File: config.mk
export PLATFORM = sky130hd
export DESIGN_NAME = alu_op_sequencer
export DESIGN_NICKNAME = d
export VERILOG_FILES = /design/src/rtl/alu_op_sequencer.sv
export SDC_FILE = /design/constraint.sdc
export NUM_CORES = 1
export LEC_CHECK = 0
export CORE_AREA = 2 2 62 64
export CTS_CLUSTER_DIAMETER = 150
export DETAILED_ROUTE_END_ITERATION = 16
export DIE_AREA = 0 0 64 66
export GPL_ROUTABILITY_DRIVEN = 0
export HOLD_SLACK_MARGIN = 0.08
export PLACE_DENSITY = 0.88
export SYNTH_ARGS = -nofsm -noshare
export SYNTH_HDL_FRONTEND = slang
export SYNTH_SLANG_ARGS = --single-unit
export TNS_END_PERCENT = 1
File: constraint.sdc
create_clock -name clk -period 3.8 [get_ports clk]
set_input_delay 0.76 -clock clk [delete_from_list [all_inputs] [get_ports clk]]
set_output_delay 0.76 -clock clk [all_outputs]
set_load 0.005 [all_outputs]
File: src/rtl/alu_op_sequencer.sv
// alu_op_sequencer
// Command sequencer that drives the operand and opcode inputs of an 8-bit
// combinational ALU. The accumulator is operand A. EXEC commands can repeat
// one operation several times, for example to build a multi-bit shift.
// Results are returned on a valid/ready response port.
//
// Optional feature: when ALU_SEQ_STICKY_V_EN is defined, the block gains a
// sticky_v output. It records any overflow seen during EXEC and is cleared
// only by CLRF or by reset.
//
// state | meaning
// ------+--------------------------------------------------------------
// IDLE  | cmd_ready high; waiting for a command
// EXEC  | one ALU evaluation per cycle; acc/flags captured each edge
// RESP  | response raised one cycle after entry, held until rsp_ready

module alu_op_sequencer #(
  parameter int DATA_W = 8,
  parameter int REP_W  = 4
) (
  input  logic              clk,
  input  logic              rst_n,
  input  logic              cmd_valid,
  output logic              cmd_ready,
  input  logic [1:0]        cmd_kind,
  input  logic [2:0]        cmd_op,
  input  logic [DATA_W-1:0] cmd_data,
  input  logic [REP_W-1:0]  cmd_rep,
  output logic [DATA_W-1:0] alu_a,
  output logic [DATA_W-1:0] alu_b,
  output logic [2:0]        alu_op,
  input  logic [DATA_W-1:0] alu_y,
  input  logic              alu_c,
  input  logic              alu_v,
  input  logic              alu_n,
  input  logic              alu_z,
  output logic              rsp_valid,
  input  logic              rsp_ready,
  output logic [DATA_W-1:0] rsp_data,
  output logic [3:0]        rsp_flags,
`ifdef ALU_SEQ_STICKY_V_EN
  output logic              sticky_v,
`endif
  output logic              busy
);

  typedef enum logic [1:0] {
    ST_IDLE = 2'd0,
    ST_EXEC = 2'd1,
    ST_RESP = 2'd2
  } state_t;

  localparam logic [1:0] KIND_LOAD = 2'b00;
  localparam logic [1:0] KIND_EXEC = 2'b01;
  localparam logic [1:0] KIND_CLRF = 2'b10;

  localparam logic [REP_W-1:0] REP_ONE = REP_W'(1);

  state_t            state;
  logic [DATA_W-1:0] acc;
  logic [3:0]        flags;
  logic [REP_W-1:0]  count;
  logic              accept;

  // A command is accepted only while cmd_ready is high, and that happens only in IDLE.
  assign accept = cmd_valid & cmd_ready;

  // The ALU sees the accumulator directly. The response port always shows the live registers.
  assign alu_a     = acc;
  assign rsp_data  = acc;
  assign rsp_flags = flags;

  // Sequencer FSM with registered handshake outputs and datapath captures.
  always_ff @(posedge clk or negedge rst_n) begin
    if (!rst_n) begin
      state     <= ST_IDLE;
      acc       <= '0;
      flags     <= '0;
      count     <= '0;
      alu_b     <= '0;
      alu_op    <= '0;
      cmd_ready <= 1'b1;
      rsp_valid <= 1'b0;
      busy      <= 1'b0;
`ifdef ALU_SEQ_STICKY_V_EN
      sticky_v  <= 1'b0;
`endif
    end else begin
      case (state)
        ST_IDLE: begin
          if (accept) begin
            cmd_ready <= 1'b0;
            busy      <= 1'b1;
            case (cmd_kind)
              KIND_LOAD: begin
                acc   <= cmd_data;
                state <= ST_RESP;
              end
              KIND_EXEC: begin
                alu_op <= cmd_op;
                alu_b  <= cmd_data;
                // A repeat count of zero is treated as a single evaluation.
                count  <= (cmd_rep == '0) ? REP_ONE : cmd_rep;
                state  <= ST_EXEC;
              end
              KIND_CLRF: begin
                flags <= '0;
`ifdef ALU_SEQ_STICKY_V_EN
                sticky_v <= 1'b0;
`endif
                state <= ST_RESP;
              end
              default: begin
                state <= ST_RESP;
              end
            endcase
          end
        end

        ST_EXEC: begin
          acc   <= alu_y;
          flags <= {alu_c, alu_v, alu_n, alu_z};
`ifdef ALU_SEQ_STICKY_V_EN
          if (alu_v) begin
            sticky_v <= 1'b1;
          end
`endif
          if (count > REP_ONE) begin
            count <= count - REP_ONE;
          end else begin
            count <= '0;
            state <= ST_RESP;
          end
        end

        ST_RESP: begin
          // rsp_valid goes high one cycle after entering RESP and holds until the transfer.
          if (!rsp_valid) begin
            rsp_valid <= 1'b1;
          end else if (rsp_ready) begin
            rsp_valid <= 1'b0;
            cmd_ready <= 1'b1;
            busy      <= 1'b0;
            state     <= ST_IDLE;
          end
        end

        default: begin
          state     <= ST_IDLE;
          rsp_valid <= 1'b0;
          cmd_ready <= 1'b1;
          busy      <= 1'b0;
        end
      endcase
    end
  end

endmodule
==> results.sh <==
export IMPL_syn2layout_area_growth_pct=47.0
export IMPL_crit_fanout=6
export IMPL_post_route_cells_drive_above_1_share_pct=13.3
export IMPL_crit_chain="clkdlybuf4s50_1"
export IMPL_synth_top_area_cell="dfrtp_1"
export IMPL_cp_end_kind="primary output"
export IMPL_synth_area_per_cell_sq_um=11.2
export IMPL_wirelength_mm=3.60
export IMPL_initial_core_util_pct=42.5
export IMPL_cts_sinks=32
export IMPL_syn_inst=135
export IMPL_slowest_stage="dfstp_2"
export IMPL_async_flop_share_pct=100
export IMPL_ioPinCount=67
export IMPL_post_cts_setup_buffer_count=0
export IMPL_fp_dieW_um=64
export IMPL_vias=1305
export IMPL_grt_ovfl_total=0
export IMPL_grt_pass1_vias=1246
export IMPL_worstMarginPinSlew_ns=0.585
export IMPL_die_area_sq_um=4220
export IMPL_port_buffers=66
export IMPL_cts_root_buf="clkbuf_4"
export IMPL_critPathBufInv=1
export IMPL_syn_nets=170
export IMPL_period_share_pct=57.8
export IMPL_min_from="rsp_flags[0]$_DFFE_PN0P_"
export IMPL_cp_start_kind="flop"
export IMPL_setup_violations=0
export IMPL_die_h_um=66
export IMPL_r2r_end="count[3]$_DFFE_PN0P_"
export IMPL_vdd_drop_max_v=0.000278
export IMPL_slew_violations=0
export IMPL_leakagePower_nw=0.977
export IMPL_yosysTopAreaCellShare_pct=51.5
export IMPL_finalHoldViolCount=0
export IMPL_antenna_found_initial=0
export IMPL_rr_worst_depth=3
export IMPL_grt_pass1_wl_mm=5.84
export IMPL_yosysSeqAreaShare_pct=53.2
export IMPL_route_detailed_drc=0
export IMPL_ys_types=35
export IMPL_synth_seq_cells=32
export IMPL_holdPathEnd="rsp_flags[0]$_DFFE_PN0P_"
export IMPL_clk_pin_slew_ns=0.09
export IMPL_post_route_min_period_ns=2.20
export IMPL_yosys_warnings=0
export IMPL_r2r_slack_ns=2.01
export IMPL_final_nets=230
export IMPL_cts_hold_buf=0
export IMPL_diodes=0
export IMPL_max_slew_margin_pct=61.0
export IMPL_cts_tree="yes"
export IMPL_clock_latency_ns=0.34
export IMPL_grt_max_degree=33
export IMPL_fin_cells=244
export IMPL_hpwl_mm=2.54
export IMPL_fin_worst_skew_ns=0.0129
export IMPL_worstPathArrival_ns=1.44
export IMPL_power_density_nw_per_um2=477
export IMPL_fp_row_count=22
export IMPL_drt_first_iter_violations=32
export IMPL_detail_route_vias_per_cell=5.35
export IMPL_numCtsBuffers=5
export IMPL_crit_family="flip-flops"
export IMPL_clockBufferDepth=2
export IMPL_setup_tns_ns=0
export IMPL_fmaxAchievable_ghz=0.455
export IMPL_postRouteAntennaNets=0
export IMPL_netlist_area_sq_um=1510
export IMPL_required_ns=3.04
export IMPL_slowest_delay_ns=0.60
export IMPL_dp_cells=236
export IMPL_fill_cells=295
export IMPL_fin_util_pct=62.4
export IMPL_p_total_mw=1.06
export IMPL_cts_resized=0
export IMPL_hold_class="flop to flop"
export IMPL_rsz0062_at_grt="false"
export IMPL_grt_use_total_pct=18.3
export IMPL_firstDrtPassIters=4
export IMPL_core_area_sq_um=3550
export IMPL_holdPathStages=1
export IMPL_synth_edf_count=0
export IMPL_r2r_start="cmd_ready$_DFFE_PN1P_"
export IMPL_wl_per_cell_um=14.7
export IMPL_cts_htree_levels=2
export IMPL_maxCapViolCount=0
export IMPL_synth_flop_cell="dfrtp_1"
export IMPL_netlist_top_cells_area="dfrtp_1 (51%), mux2_2 (8.2%), o22ai_1 (7.1%)"
export IMPL_status="finished, final reports clean"
export IMPL_worstSetupPathType="flop to primary output"
## how the worst max path moves through the flow
stage / startpoint / to / slack (ns) / cells after the start
after floorplan: cmd_kind[1] / count[3]$_DFFE_PN0P_ / 1.87 / 4
after global placement: cmd_valid / count[3]$_DFFE_PN0P_ / 1.28 / 4
after detailed placement: cmd_valid / count[3]$_DFFE_PN0P_ / 1.26 / 4
after CTS: cmd_ready$_DFFE_PN1P_ / cmd_ready / 1.59 / 1
after global routing: cmd_ready$_DFFE_PN1P_ / cmd_ready / 1.54 / 1
final: cmd_ready$_DFFE_PN1P_ / cmd_ready / 1.60 / 1
## synth_stat cells, types with 2 or more instances
| master | instances |
|---|---|
| o31ai_1 | 2 |
| inv_1 | 5 |
| nand3_1 | 3 |
| dfrtp_1 | 31 |
| buf_2 | 2 |
| a21oi_1 | 12 |
| nor2_1 | 5 |
| ha_1 | 2 |
| clkbuf_1 | 2 |
| a21o_1 | 2 |
| o22ai_1 | 17 |
| a22o_1 | 4 |
| o21ai_0 | 4 |
| nand2_1 | 4 |
| buf_4 | 8 |
| mux2_2 | 11 |
| nand2b_1 | 2 |
| buf_6 | 2 |
## per-stage QoR
stage | worst slack [ns] | area (sq um) | hold WS, ns
2_1_floorplan | 1.87 | 1510 | 0.464
3_3_place_gp | 1.28 | 2140 | 0.487
3_5_place_dp | 1.26 | 2140 | 0.490
4_1_cts | 1.59 | 2220 | 0.513
5_1_grt | 1.54 | 2220 | 0.541
6_report | 1.60 | 2220 | 0.518
## state kept, by name, summed over array words and instances, names as in the netlist
signal     flops
cmd_ready      1
alu_b          8
alu_op         3
alu_a          8
count          4
rsp_valid      1
state          2
rsp_flags      4
busy           1
## kinds of logic (layout without fill, tap and decap cells)
kind of cell,after synthesis,count (layout),share of synthesized area (%)
AO/OA/AOI/OAI,47,47,20.2
flip-flops,32,32,53.2
AND/OR/NAND/NOR,23,23,8.63
adder cells (fa/ha/maj),2,2,1.66
buffers and inverters,20,81,8.13
multiplexers,11,11,8.22
## cells in the final DEF, fill, tap and decap left out, types with 2 or more instances in the layout
master,Yosys,routed
clkdlybuf4s50_1,0,66
dfrtp_1,31,31
o22ai_1,17,17
a21oi_1,12,12
mux2_2,11,11
inv_1,5,5
nor2_1,5,5
clkbuf_4,0,5
nand2_1,4,4
o21ai_0,4,4
a22o_1,4,4
nand3_1,3,3
nand2b_1,2,2
o31ai_1,2,2
a21o_1,2,2
ha_1,2,2
## metal layers
metal / vias up / track usage, % / part of all wire [%]
met5: - / 0 / 0
met4: 0 / 6.79 / 1.2
met3: 5 / 8.01 / 6.8
met2: 44 / 28.5 / 49
met1: 634 / 22.6 / 43
li1: 622 / - / -
## cell type report
type	count	area, sq um	area share (%)
sequential	32	802	36.2
timing repair buffer	67	668	30.2
multi-input combinational	83	583	26.3
tap	48	60.1	2.71
clock inverter	3	42.5	1.92
clock buffer	5	37.5	1.69
inverter	6	22.5	1.02
## power by group
part           total (mW)  internal [mW]  switching (mW)
clock               0.259          0.137           0.122
combinational       0.321          0.224          0.0971
sequential          0.477          0.415          0.0616
(Power assumes the default switching activity.)
